**config.mk**
```make
export PLATFORM = sky130hd
export DESIGN_NAME = trigger_qualifier_flat
export DESIGN_NICKNAME = d
export VERILOG_FILES = /design/src/rtl/trigger_qualifier_if.sv /design/src/rtl/trigger_qualifier.sv /design/src/flat_wrapper.sv
export SDC_FILE = /design/constraint.sdc
export NUM_CORES = 1
export LEC_CHECK = 0
export CAP_MARGIN = 20
export CORE_MARGIN = 2
export CORE_UTILIZATION = 39
export DETAILED_ROUTE_END_ITERATION = 8
export GPL_TIMING_DRIVEN = 0
export PLACE_DENSITY_LB_ADDON = 0.3
export SKIP_CTS_REPAIR_TIMING = 1
export SYNTH_ARGS = -nofsm -noshare
export SYNTH_HDL_FRONTEND = slang
export SYNTH_SLANG_ARGS = --single-unit
```
**constraint.sdc**
```tcl
create_clock -name clk -period 3.5 [get_ports clk]
set_input_delay 1.05 -clock clk [delete_from_list [all_inputs] [get_ports clk]]
set_output_delay 1.05 -clock clk [all_outputs]
set_load 0.01 [all_outputs]
```
**src/rtl/trigger_qualifier_if.sv**
```systemverilog
// Handshake/bus bundle between the trigger qualifier and its environment.
// Define TRIGGER_QUALIFIER_TIMESTAMP_EN to add the trig_timestamp signal.
interface trigger_qualifier_if #(
  parameter int HOLDOFF_W = 16,
  parameter int COUNT_W   = 16
);
  logic                 trig_in;
  logic                 arm;
  logic                 ready_flag;
  logic [HOLDOFF_W-1:0] holdoff_cycles;
  logic                 clear_counters;
  logic                 run_sequencer;
  logic                 busy;
  logic                 ack_error;
  logic [COUNT_W-1:0]   accepted_count;
  logic [COUNT_W-1:0]   rejected_count;
`ifdef TRIGGER_QUALIFIER_TIMESTAMP_EN
  logic [31:0]          trig_timestamp;
`endif

  modport master (
    output trig_in, arm, ready_flag, holdoff_cycles, clear_counters,
    input  run_sequencer, busy, ack_error, accepted_count, rejected_count
`ifdef TRIGGER_QUALIFIER_TIMESTAMP_EN
    , input trig_timestamp
`endif
  );

  modport slave (
    input  trig_in, arm, ready_flag, holdoff_cycles, clear_counters,
    output run_sequencer, busy, ack_error, accepted_count, rejected_count
`ifdef TRIGGER_QUALIFIER_TIMESTAMP_EN
    , output trig_timestamp
`endif
  );
endinterface

```
**src/rtl/trigger_qualifier.sv**
```systemverilog
// Synchronises, width-filters and qualifies the DIO34 trigger into a one-cycle sequencer
// start pulse with hold-off and accept/reject counters. TRIGGER_QUALIFIER_TIMESTAMP_EN adds timestamps.
module trigger_qualifier #(
  parameter int SYNC_STAGES = 2,
  parameter int MIN_WIDTH   = 2,
  parameter int HOLDOFF_W   = 16,
  parameter int COUNT_W     = 16,
  parameter int ACK_TIMEOUT = 4
) (
  input logic clk,
  input logic res_n,
  trigger_qualifier_if.slave bus
);
  typedef enum logic [2:0] {IDLE, ARMED, FIRE, WAIT_ACK, WAIT_DONE, HOLDOFF} state_e;

  state_e               state_q, state_d;
  logic [SYNC_STAGES-1:0] sync_q;
  logic                 synced, evt;
  logic [3:0]           wcnt_q, wcnt_d;
  logic [3:0]           ack_cnt_q, ack_cnt_d;
  logic [HOLDOFF_W-1:0] hcnt_q, hcnt_d;
  logic                 run_q, busy_q, ack_err_q, ack_err_d, ack_set;
  logic                 acc_inc, rej_inc;
  logic [COUNT_W-1:0]   acc_q, acc_d, rej_q, rej_d;

  assign synced = sync_q[SYNC_STAGES-1];
  // Width counter parks at MIN_WIDTH so a long pulse yields exactly one event.
  assign evt    = synced && (wcnt_q == 4'(MIN_WIDTH-1));

  always_comb begin
    wcnt_d = wcnt_q;
    if (!synced)                     wcnt_d = '0;
    else if (wcnt_q != 4'(MIN_WIDTH)) wcnt_d = wcnt_q + 4'd1;
  end

  always_comb begin
    state_d   = state_q;
    ack_cnt_d = ack_cnt_q;
    hcnt_d    = hcnt_q;
    ack_set   = 1'b0;
    acc_inc   = 1'b0;
    case (state_q)
      IDLE:      if (bus.arm) state_d = ARMED;
      ARMED: begin
        if (!bus.arm)                      state_d = IDLE;
        else if (evt && bus.ready_flag)    state_d = FIRE;
      end
      FIRE: begin
        acc_inc   = 1'b1;
        ack_cnt_d = '0;
        state_d   = WAIT_ACK;
      end
      WAIT_ACK: begin
        if (!bus.ready_flag) state_d = WAIT_DONE;
        else if (ack_cnt_q == 4'(ACK_TIMEOUT-1)) begin
          ack_set = 1'b1;
          hcnt_d  = bus.holdoff_cycles;
          state_d = HOLDOFF;
        end else ack_cnt_d = ack_cnt_q + 4'd1;
      end
      WAIT_DONE: begin
        if (bus.ready_flag) begin
          hcnt_d  = bus.holdoff_cycles;
          state_d = HOLDOFF;
        end
      end
      HOLDOFF: begin
        if (!bus.arm)          state_d = IDLE;
        else if (hcnt_q == '0) state_d = ARMED;
        else                   hcnt_d  = hcnt_q - 1'b1;
      end
      default: state_d = IDLE;
    endcase
  end

  // Any qualified edge not turned into a fire is a reject, but only while armed.
  assign rej_inc = evt && bus.arm && !(state_q == ARMED && bus.ready_flag);

  always_comb begin
    acc_d     = acc_q;
    rej_d     = rej_q;
    ack_err_d = ack_err_q | ack_set;
    if (bus.clear_counters) begin
      acc_d     = '0;
      rej_d     = '0;
      ack_err_d = 1'b0;
    end else begin
      if (acc_inc && acc_q != '1) acc_d = acc_q + 1'b1;
      if (rej_inc && rej_q != '1) rej_d = rej_q + 1'b1;
    end
  end

  always_ff @(posedge clk or negedge res_n) begin
    if (!res_n) begin
      state_q   <= IDLE;
      sync_q    <= '0;
      wcnt_q    <= '0;
      ack_cnt_q <= '0;
      hcnt_q    <= '0;
      run_q     <= 1'b0;
      busy_q    <= 1'b0;
      ack_err_q <= 1'b0;
      acc_q     <= '0;
      rej_q     <= '0;
    end else begin
      state_q   <= state_d;
      sync_q    <= {sync_q[SYNC_STAGES-2:0], bus.trig_in};
      wcnt_q    <= wcnt_d;
      ack_cnt_q <= ack_cnt_d;
      hcnt_q    <= hcnt_d;
      // Outputs registered from next state so reset can force them all low.
      run_q     <= (state_d == FIRE);
      busy_q    <= (state_d != ARMED);
      ack_err_q <= ack_err_d;
      acc_q     <= acc_d;
      rej_q     <= rej_d;
    end
  end

  assign bus.run_sequencer  = run_q;
  assign bus.busy           = busy_q;
  assign bus.ack_error      = ack_err_q;
  assign bus.accepted_count = acc_q;
  assign bus.rejected_count = rej_q;

`ifdef TRIGGER_QUALIFIER_TIMESTAMP_EN
  logic [31:0] ts_cnt_q, ts_q;
  always_ff @(posedge clk or negedge res_n) begin
    if (!res_n) begin
      ts_cnt_q <= '0;
      ts_q     <= '0;
    end else begin
      ts_cnt_q <= ts_cnt_q + 32'd1;
      if (state_q == FIRE) ts_q <= ts_cnt_q;
    end
  end
  assign bus.trig_timestamp = ts_q;
`endif
endmodule
```
**src/flat_wrapper.sv**
```systemverilog
// flat-port wrapper written by rule: the top's interface ports become plain ports
module trigger_qualifier_flat 
#(
  parameter int SYNC_STAGES = 2,
  parameter int MIN_WIDTH   = 2,
  parameter int HOLDOFF_W   = 16,
  parameter int COUNT_W     = 16,
  parameter int ACK_TIMEOUT = 4
)
  (clk, res_n, bus_trig_in, bus_arm, bus_ready_flag, bus_holdoff_cycles, bus_clear_counters, bus_run_sequencer, bus_busy, bus_ack_error, bus_accepted_count, bus_rejected_count);
  trigger_qualifier_if #(.HOLDOFF_W(HOLDOFF_W), .COUNT_W(COUNT_W)) bus_i ();
  input logic clk;
  input logic res_n;
  input wire logic [$bits(bus_i.trig_in)-1:0] bus_trig_in;
  input wire logic [$bits(bus_i.arm)-1:0] bus_arm;
  input wire logic [$bits(bus_i.ready_flag)-1:0] bus_ready_flag;
  input wire logic [$bits(bus_i.holdoff_cycles)-1:0] bus_holdoff_cycles;
  input wire logic [$bits(bus_i.clear_counters)-1:0] bus_clear_counters;
  output wire logic [$bits(bus_i.run_sequencer)-1:0] bus_run_sequencer;
  output wire logic [$bits(bus_i.busy)-1:0] bus_busy;
  output wire logic [$bits(bus_i.ack_error)-1:0] bus_ack_error;
  output wire logic [$bits(bus_i.accepted_count)-1:0] bus_accepted_count;
  output wire logic [$bits(bus_i.rejected_count)-1:0] bus_rejected_count;
  assign bus_i.trig_in = bus_trig_in;
  assign bus_i.arm = bus_arm;
  assign bus_i.ready_flag = bus_ready_flag;
  assign bus_i.holdoff_cycles = bus_holdoff_cycles;
  assign bus_i.clear_counters = bus_clear_counters;
  assign bus_run_sequencer = bus_i.run_sequencer;
  assign bus_busy = bus_i.busy;
  assign bus_ack_error = bus_i.ack_error;
  assign bus_accepted_count = bus_i.accepted_count;
  assign bus_rejected_count = bus_i.rejected_count;
  trigger_qualifier #(.SYNC_STAGES(SYNC_STAGES), .MIN_WIDTH(MIN_WIDTH), .HOLDOFF_W(HOLDOFF_W), .COUNT_W(COUNT_W), .ACK_TIMEOUT(ACK_TIMEOUT)) u_core (.clk(clk), .res_n(res_n), .bus(bus_i));
endmodule
```
# ---- Word-level counts from Yosys, hierarchy flattened
# Index checks and enable logic that the tools add are counted.
dict set report classes {
  bitwise_logic 1
  reduce_logical 16
  n_eq_ne 19
  add_sub_neg 5
  mux 29
}
# op count
set ops {}
lappend ops {{$mux 16} 9}
lappend ops {{$pmux 16 s3} 1}
lappend ops {{$add 16x1->16 const B} 2}
lappend ops {{$ne 16x16->1 const B} 2}
lappend ops {{$mux 3} 8}
lappend ops {{$pmux 3 s6} 1}
lappend ops {{$logic_not 16->1} 1}
lappend ops {{$mux 4} 4}
lappend ops {{$sub 16x1->16 const B} 1}
lappend ops {{$ne 2x2->1 const B} 6}
lappend ops {{$eq 3x2->1 const B} 3}
lappend ops {{$add 4x1->4 const B} 2}
lappend ops {{$pmux 4 s2} 1}
lappend ops {{$logic_and 1x1->1} 7}
lappend ops {{$eq 3x3->1 const B} 2}
lappend ops {{$reduce_and 6->1} 1}
lappend ops {{$reduce_bool 2->1} 3}
lappend ops {{$mux 1} 5}
lappend ops {{$eq 4x1->1 const B} 1}
lappend ops {{$eq 4x2->1 const B} 1}
lappend ops {{$ne 4x2->1 const B} 1}
lappend ops {{$eq 3x1->1 const B} 1}
lappend ops {{$logic_not 3->1} 1}
lappend ops {{$ne 3x1->1 const B} 1}
lappend ops {{other kinds (5)} 5}
dict set report totals {
  in_bits 22
  wordCells 80
  output_inout_bits 35
  reg_bits 64
}

# ---- Longest topological paths before layout
# Gate-level depths: netlist (run 1).
dict set report depth {
  depth_word 7
  ltp_mapped 9
  depth_no_buf 7
}

# ---- Worst setup path before layout (run 1)
# Ideal clock, no wire load.
dict set report synth_timing {
  kind {input to register}
  from {input port bus_ready_flag}
  to {register u_core.hcnt_q[13]}
  slack_ns 0.977
  required_ns 3.379
  arrival_ns 2.402
  cell_stages 7
  path_buffers 2
  setup_ns 0.121
  path_cell_list {and4b_1 > clkbuf_1 > nor2b_1 > a2111oi_2 > buf_2 > o21ba_2 > o22a_1}
}
dict set report synth_between {
  elab_chain_len 2
  elab_cells_between_ends 3
  classes_between {2 x eq/ne; 1 x reduce/logical}
}
# item line
set synth_rtl {}
lappend synth_rtl {{start, declared} flat_wrapper.sv:16} ;# input wire logic [$bits(bus_i.ready_flag)-1:0] bus_ready_flag;
lappend synth_rtl {{$ne 2x2->1 (no source line)} --}
lappend synth_rtl {{$reduce_and 6->1 (no source line) (*)} --}
lappend synth_rtl {{end signal, assigned} trigger_qualifier.sv:110} ;# hcnt_q <= hcnt_d;
lappend synth_rtl {{end, declared} trigger_qualifier.sv:21} ;# logic [HOLDOFF_W-1:0] hcnt_q, hcnt_d;
# Every way passes the cells marked *; elsewhere a longest branch is shown, timed or not.
# A chain may end at the register's enable or synchronous reset.

# ---- Worst setup path in the final report (run 1)
dict set report layout_timing {
  from {input port bus_ready_flag}
  to {register u_core.hcnt_q[11]}
}
# The elaborated chain is that of the path after synthesis.

==> flow_summary_export.csv, run 1 <==
group,metric,value,unit
sta,relSlewSlack,0.446,
worst_setup_path,timing.rr.end,"u_core.bus.busy$_DFF_PN0_",
worst_setup_path,crit_start,"bus_ready_flag",
placement,portBuffers,55,
placement,post-place-ws,0.00319,ns
clock_tree,clockBufferDepth,2,
floorplan,io_pins,57,
sta,finClkSkew,0.00800,ns
placement,place_congestion,0.835,
global_routing,grt.met3_usage,0.0418,
floorplan,core_area,9060,um^2
global_routing,met1_usage,0.225,
floorplan,initial_core_util,0.396,
logic_synthesis,syn_area_per_cell,9.28,um^2
global_routing,grt_pass1_wl,13800,um
logic_synthesis,async_flop_share,1.00,
logic_synthesis,syn_inst,387,
detailed_routing,route.detailed.drc,0,
logic_synthesis,synth_area_leaders,"dfrtp_1 45%, nor2_1 6.6%, xnor2_1 5.4%",
detailed_routing,routed_wl,8040,um
detailed_routing,via_per_inst,5.45,
logic_synthesis,ys_seq_elements,64,
worst_setup_path,worstPathMaxFanout,10,
worst_setup_path,cp-start-kind,"input port",
global_routing,grt_pass1_vias,3009,
layout,final-seq-area,1600,um^2
pwr,ir_drop,0.281,mV
sta,setup_ws,0.335,ns
clock_tree,cts_tree,"built",
logic_synthesis,yosysTopAreaCell,"dfrtp_1",
sta,rsz0062_at_grt,"false",
logic_synthesis,synth-seq-area-share,0.446,
logic_synthesis,yosys_warnings,0,
min_path,min_path_type,"reg -> reg",
pwr,p_per_area,533,nW/um^2
detailed_routing,wl_per_cell,14.2,um
logic_synthesis,yosysTopAreaCellShare,0.446,
sta,tightest_slew,0.824,ns
clock_tree,root_buffer,"clkbuf_8",
logic_synthesis,synth_edf_count,0,
layout,antenna_cells,0,
clock_tree,cts_max_level,3,
placement,dp_hpwl,5690,um
floorplan,num_rows,35,
sta,slew_viol_final,0,
clock_tree,worstSkewPairLatency,0.34,ns
worst_setup_path,r2r_slack,1.01,ns
global_routing,grt_max_degree,65,
logic_synthesis,synthTopCellsByCount,"64 x dfrtp_1, 63 x nor2_1, 22 x xnor2_1, 20 x a21oi_1",
floorplan,die_w,99.9,um
worst_setup_path,r2r_cells,7,
logic_synthesis,synthMostInstantiatedCell,"dfrtp_1",
logic_synthesis,synth_cell_types,55,
placement,dp.cells,553,
layout,fill_cells,867,
worst_setup_path,worstPathArrival,3.42,ns
status,outcome,"finished clean",
logic_synthesis,synth_ff_type,"dfrtp_1",
sta,max_freq,0.316,GHz
floorplan,die_area,9990,um^2
worst_setup_path,r2r_start,"u_core.hcnt_q[0]$_DFFE_PN0P_",
detailed_routing,drt-pass1-iter-count,4,
job,cap_violations,0,
layout,syn_to_final_growth,25.3,%
sta,final-hold-violation-count,0,
global_routing,grt_usage,0.169,
global_routing,grtUsageMet2,0.275,
layout,multi_input_area,1850,um^2
global_routing,grt-busiest-layer,"met2",
logic_synthesis,syn_nets,416,
global_routing,antenna_found_initial,0,
floorplan,die_height,99.9,um
detailed_routing,postRouteAntennaNets,0,
global_routing,grt_overflow,0,
clock_tree,clkTransAtPathRegs,0.07,ns
worst_setup_path,crit_end,"u_core.hcnt_q[11]$_DFFE_PN0P_",
clock_tree,cts_buffers,9,
detailed_routing,vias,3093,
layout,stdcell_count,568,
layout,drive_gt1_frac,0.0788,
pwr,p_leak,1.73,nW
worst_setup_path,critPathCaptureType,"flop",
logic_synthesis,synth_area,3590,um^2
clock_tree,cts.sinks,64,
worst_setup_path,crit_type,"in -> reg",
sta,min_period,3.17,ns
worst_setup_path,required,3.76,ns
sta,setup_violations,0,
sta,timing.setup.tns,0,ns
sta,fin_crit_sh,0.904,
detailed_routing,drtIter0Drc,147,
layout,nets,482,
-- state kept, by name (all words and copies together) (netlist names) --
register,cells
u_core.bus.ack_error,1
u_core.sync_q,2
u_core.wcnt_q,4
u_core.bus.accepted_count,16
u_core.hcnt_q,16
u_core.bus.busy,1
u_core.state_q,3
u_core.bus.run_sequencer,1
u_core.bus.rejected_count,16
u_core.ack_cnt_q,4
-- power by group --
part	switching (W)	internal, W	leakage, nW
Sequential	0.000161	0.000879	0.849
Combinational	0.000337	0.000303	0.767
Clock	0.000282	0.000436	0.112
Total	0.000780	0.00162	1.73
-- cell usage in the layout, fill, tap and decap left out, types with 3 or more instances in the layout --
master / instances
a211oi_1: 7
a21oi_1: 20
a31oi_1: 11
and2_1: 4
and4_1: 3
buf_2: 3
clkbuf_1: 13
clkbuf_8: 11
clkdlybuf4s50_1: 54
dfrtp_1: 64
ha_1: 7
inv_1: 14
nand2_1: 18
nand2b_1: 3
nand3_1: 18
nand4_1: 10
nor2_1: 63
nor3_1: 12
nor3b_1: 3
nor4_1: 6
o21ai_0: 16
o21ba_2: 6
o22a_1: 8
or3_1: 9
or4_1: 4
xnor2_1: 22
xor2_1: 6
-- worst min path at each step --
stage,startpoint,end,depth (start not counted)
floorplan,u_core.sync_q[0]$_DFF_PN0_,u_core.sync_q[1]$_DFF_PN0_,0
global placement,u_core.sync_q[0]$_DFF_PN0_,u_core.sync_q[1]$_DFF_PN0_,0
detailed placement,u_core.sync_q[0]$_DFF_PN0_,u_core.sync_q[1]$_DFF_PN0_,0
CTS,u_core.sync_q[0]$_DFF_PN0_,u_core.sync_q[1]$_DFF_PN0_,0
global route,u_core.sync_q[0]$_DFF_PN0_,u_core.sync_q[1]$_DFF_PN0_,0
finish,u_core.sync_q[0]$_DFF_PN0_,u_core.sync_q[1]$_DFF_PN0_,0
-- worst max-delay path, stage by stage --
cell and delay (ns):
clkdlybuf4s50_1 0.57, and4b_1 0.26, clkbuf_1 0.15, nor2b_1 0.20, a2111oi_2 0.43, buf_2 0.28
buf_2 0.26, o21ai_0 0.13, o21ai_0 0.08
-- kinds of logic after synthesis --
kind of cell	count (synthesis)	synth area share
AND/OR/NAND/NOR	171	0.251
AO/OA/AOI/OAI	83	0.167
adder cells (fa/ha/maj)	7	0.0244
flip-flops	64	0.446
XOR/XNOR	28	0.0683
multiplexers	2	0.00558
buffers and inverters	32	0.0376
-- through the flow --
stage | hold slack (ns) | power (W) | area [um^2] | utilization
CTS | 0.352 | 0.00243 | 4500 | 0.496
global placement | 0.336 | 0.00167 | 4280 | 0.472
detailed placement | 0.336 | 0.00170 | 4280 | 0.472
floorplan | 0.331 | 0.00149 | 3590 | -
finish | 0.350 | 0.00240 | 4500 | 0.496
global route | 0.359 | 0.00256 | 4500 | 0.496
-- cell type report --
cell class                      instances  area share
Clock buffer                           12      0.0345
Multi-Input combinational cell        291       0.412
Timing Repair Buffer                   55       0.122
Tap cell                              111      0.0309
Clock inverter                          3      0.0145
Buffer                                 18      0.0184
Inverter                               14      0.0117
Sequential cell                        64       0.356
-- metal layers --
metal / wire, um / up-vias
li1: - / 1531
met1: 3790 / 1473
met2: 3780 / 85
met3: 425 / 4
met4: 50 / 0
met5: 0 / -
No activity file was read; power rests on OpenSTA's default activity.
==> run 2: changes to the inputs <==
PLACE_DENSITY = 0.73   (was unset)
PLACE_DENSITY_LB_ADDON = unset   (was 0.3)
==> flow_summary_export.csv, run 2 (synthesized netlist as in run 1, its figures left out) <==
group,metric,value,unit
status,outcome,"finished clean",
sta,tightest_slew,0.845,ns
floorplan,num_rows,35,
floorplan,initial_core_util,0.396,
worst_setup_path,worstPathMaxFanout,10,
placement,dp_hpwl,5750,um
detailed_routing,vias,3133,
worst_setup_path,critPathBufInv,4,
clock_tree,clkTransAtPathRegs,0.06,ns
global_routing,grt_usage,0.170,
pwr,p_leak,1.74,nW
pwr,p_per_area,549,nW/um^2
detailed_routing,drtIter0Drc,123,
placement,portBuffers,55,
clock_tree,cts_buffers,9,
layout,layout_common_cells,"64 x dfrtp_1, 63 x nor2_1, 54 x clkdlybuf4s50_1, 22 x xnor2_1, 20 x a21oi_1",
worst_setup_path,worstPathArrival,3.41,ns
clock_tree,root_buffer,"clkbuf_8",
clock_tree,cts.sinks,64,
sta,final-hold-violation-count,0,
global_routing,grt_pass1_vias,3007,
layout,antenna_cells,0,
job,cap_violations,0,
layout,fill_cells,834,
worst_setup_path,crit_type,"in -> reg",
layout,design_area,4530,um^2
sta,rsz0062_at_grt,"false",
detailed_routing,postRouteAntennaNets,0,
global_routing,grt_pass1_wl,13800,um
layout,nets,482,
worst_setup_path,cp-start-kind,"input port",
sta,max_freq,0.316,GHz
detailed_routing,route.detailed.drc,0,
worst_setup_path,slowest_stage,"clkdlybuf4s50_1",
sta,relSlewSlack,0.432,
sta,slew_viol_final,0,
floorplan,io_pins,57,
sta,min_period,3.16,ns
worst_setup_path,critPathCaptureType,"flop",
sta,setup_violations,0,
floorplan,die_height,99.9,um
detailed_routing,drt-pass1-iter-count,4,
clock_tree,cts_max_level,3,
worst_setup_path,required,3.75,ns
sta,finClkSkew,0.0135,ns
min_path,min_path_type,"reg -> reg",
detailed_routing,wl_per_cell,14.4,um
layout,drive_gt1_frac,0.0830,
detailed_routing,via_per_inst,5.51,
pwr,ir_drop,0.402,mV
worst_setup_path,cp_top_family,"buffers and inverters",
floorplan,die_w,99.9,um
global_routing,antenna_found_initial,0,
floorplan,core_area,9060,um^2
sta,fin_crit_sh,0.903,
worst_setup_path,slowest_delay,0.56,ns
detailed_routing,routed_wl,8180,um
clock_tree,cts_tree,"built",
worst_setup_path,path_cells,"clkdlybuf4s50_1, and4b_1, clkbuf_1, nor2b_1, a2111oi_2, buf_2, buf_2, o21ai_0, o21ai_0",
global_routing,grt_max_degree,65,
layout,syn_to_final_growth,26.2,%
clock_tree,worstSkewPairLatency,0.35,ns
placement,placed_area,4280,um^2
clock_tree,clockBufferDepth,2,
global_routing,grt_overflow,0,
placement,place_congestion,0.837,
layout,layout_commonest_cell,"dfrtp_1",
layout,postLayoutCoreUtil,0.500,
floorplan,die_area,9990,um^2
-- run 2: cell types whose count changed in the layout (fill, tap and decap cells not counted) --
cell,delta
bufinv_16,+1
clkbuf_1,-1
clkbuf_8,-1
clkinv_2,-1
clkinv_4,+1
clkinvlp_4,+1
inv_6,+1
-- run 2: area by class of cell --
class	instances	area, um^2	share of cell area
multi-input combinational	291	1850	0.409
sequential	64	1600	0.354
timing repair buffer	55	548	0.121
tap	111	139	0.0307
clock buffer	10	138	0.0304
clock inverter	6	115	0.0254
buffer	18	82.6	0.0182
inverter	14	52.6	0.0116
-- run 2: per-layer routing --
metal,routed length (um),GRT usage,up-vias,part of all wire
met4,76,0.0485,0,0.0093
met5,0,0,-,0
met2,3960,0.287,97,0.48
met1,3670,0.216,1495,0.45
li1,-,-,1532,-
met3,479,0.0439,9,0.059
-- run 2: final timing paths --
check,from,slack (ns),to,depth (start not counted)
setup / recovery,bus_ready_flag,0.34,u_core.hcnt_q[3]$_DFFE_PN0P_,9
hold / removal,u_core.sync_q[0]$_DFF_PN0_,0.36,u_core.sync_q[1]$_DFF_PN0_,0
setup reg to reg,u_core.hcnt_q[0]$_DFFE_PN0P_,1.01,u_core.bus.busy$_DFF_PN0_,7
hold reg to reg,u_core.sync_q[0]$_DFF_PN0_,0.36,u_core.sync_q[1]$_DFF_PN0_,0
max in group asynchronous,res_n,2.18,u_core.sync_q[0]$_DFF_PN0_,1
min in group asynchronous,res_n,0.79,u_core.bus.rejected_count[11]$_DFFE_PN0P_,1
-- run 2: where the power goes --
group	total (W)	switching [W]	internal, W	leakage, nW
registers	0.00105	0.000167	0.000878	0.849
clock network	0.000800	0.000304	0.000496	0.123
logic	0.000642	0.000338	0.000304	0.767
total	0.00249	0.000809	0.00168	1.74
-- run 2: stage by stage --
| step | TNS [ns] | instances | total power, W | hold WS [ns] | setup WS [ns] |
|---|---|---|---|---|---|
| after floorplan | 0 | 387 | 0.00149 | 0.331 | 0.977 |
| after global placement | -50.67 | 553 | 0.00166 | 0.334 | -0.795 |
| after detailed placement | -0.0101 | 553 | 0.00170 | 0.335 | -0.00546 |
| after CTS | 0 | 569 | 0.00251 | 0.367 | 0.347 |
| after global routing | 0 | 569 | 0.00265 | 0.366 | 0.157 |
| final | 0 | 569 | 0.00249 | 0.360 | 0.340 |
==> run 3: changes to the inputs <==
CTS_BUF_LIST = sky130_fd_sc_hd__clkbuf_4 sky130_fd_sc_hd__clkbuf_8 sky130_fd_sc_hd__clkbuf_16   (was unset)
SETUP_SLACK_MARGIN = 0.15   (was unset)
TNS_END_PERCENT = 50   (was unset)
==> results of run 3 <==
Final layout, timing and power as in run 2 (identical DEF).
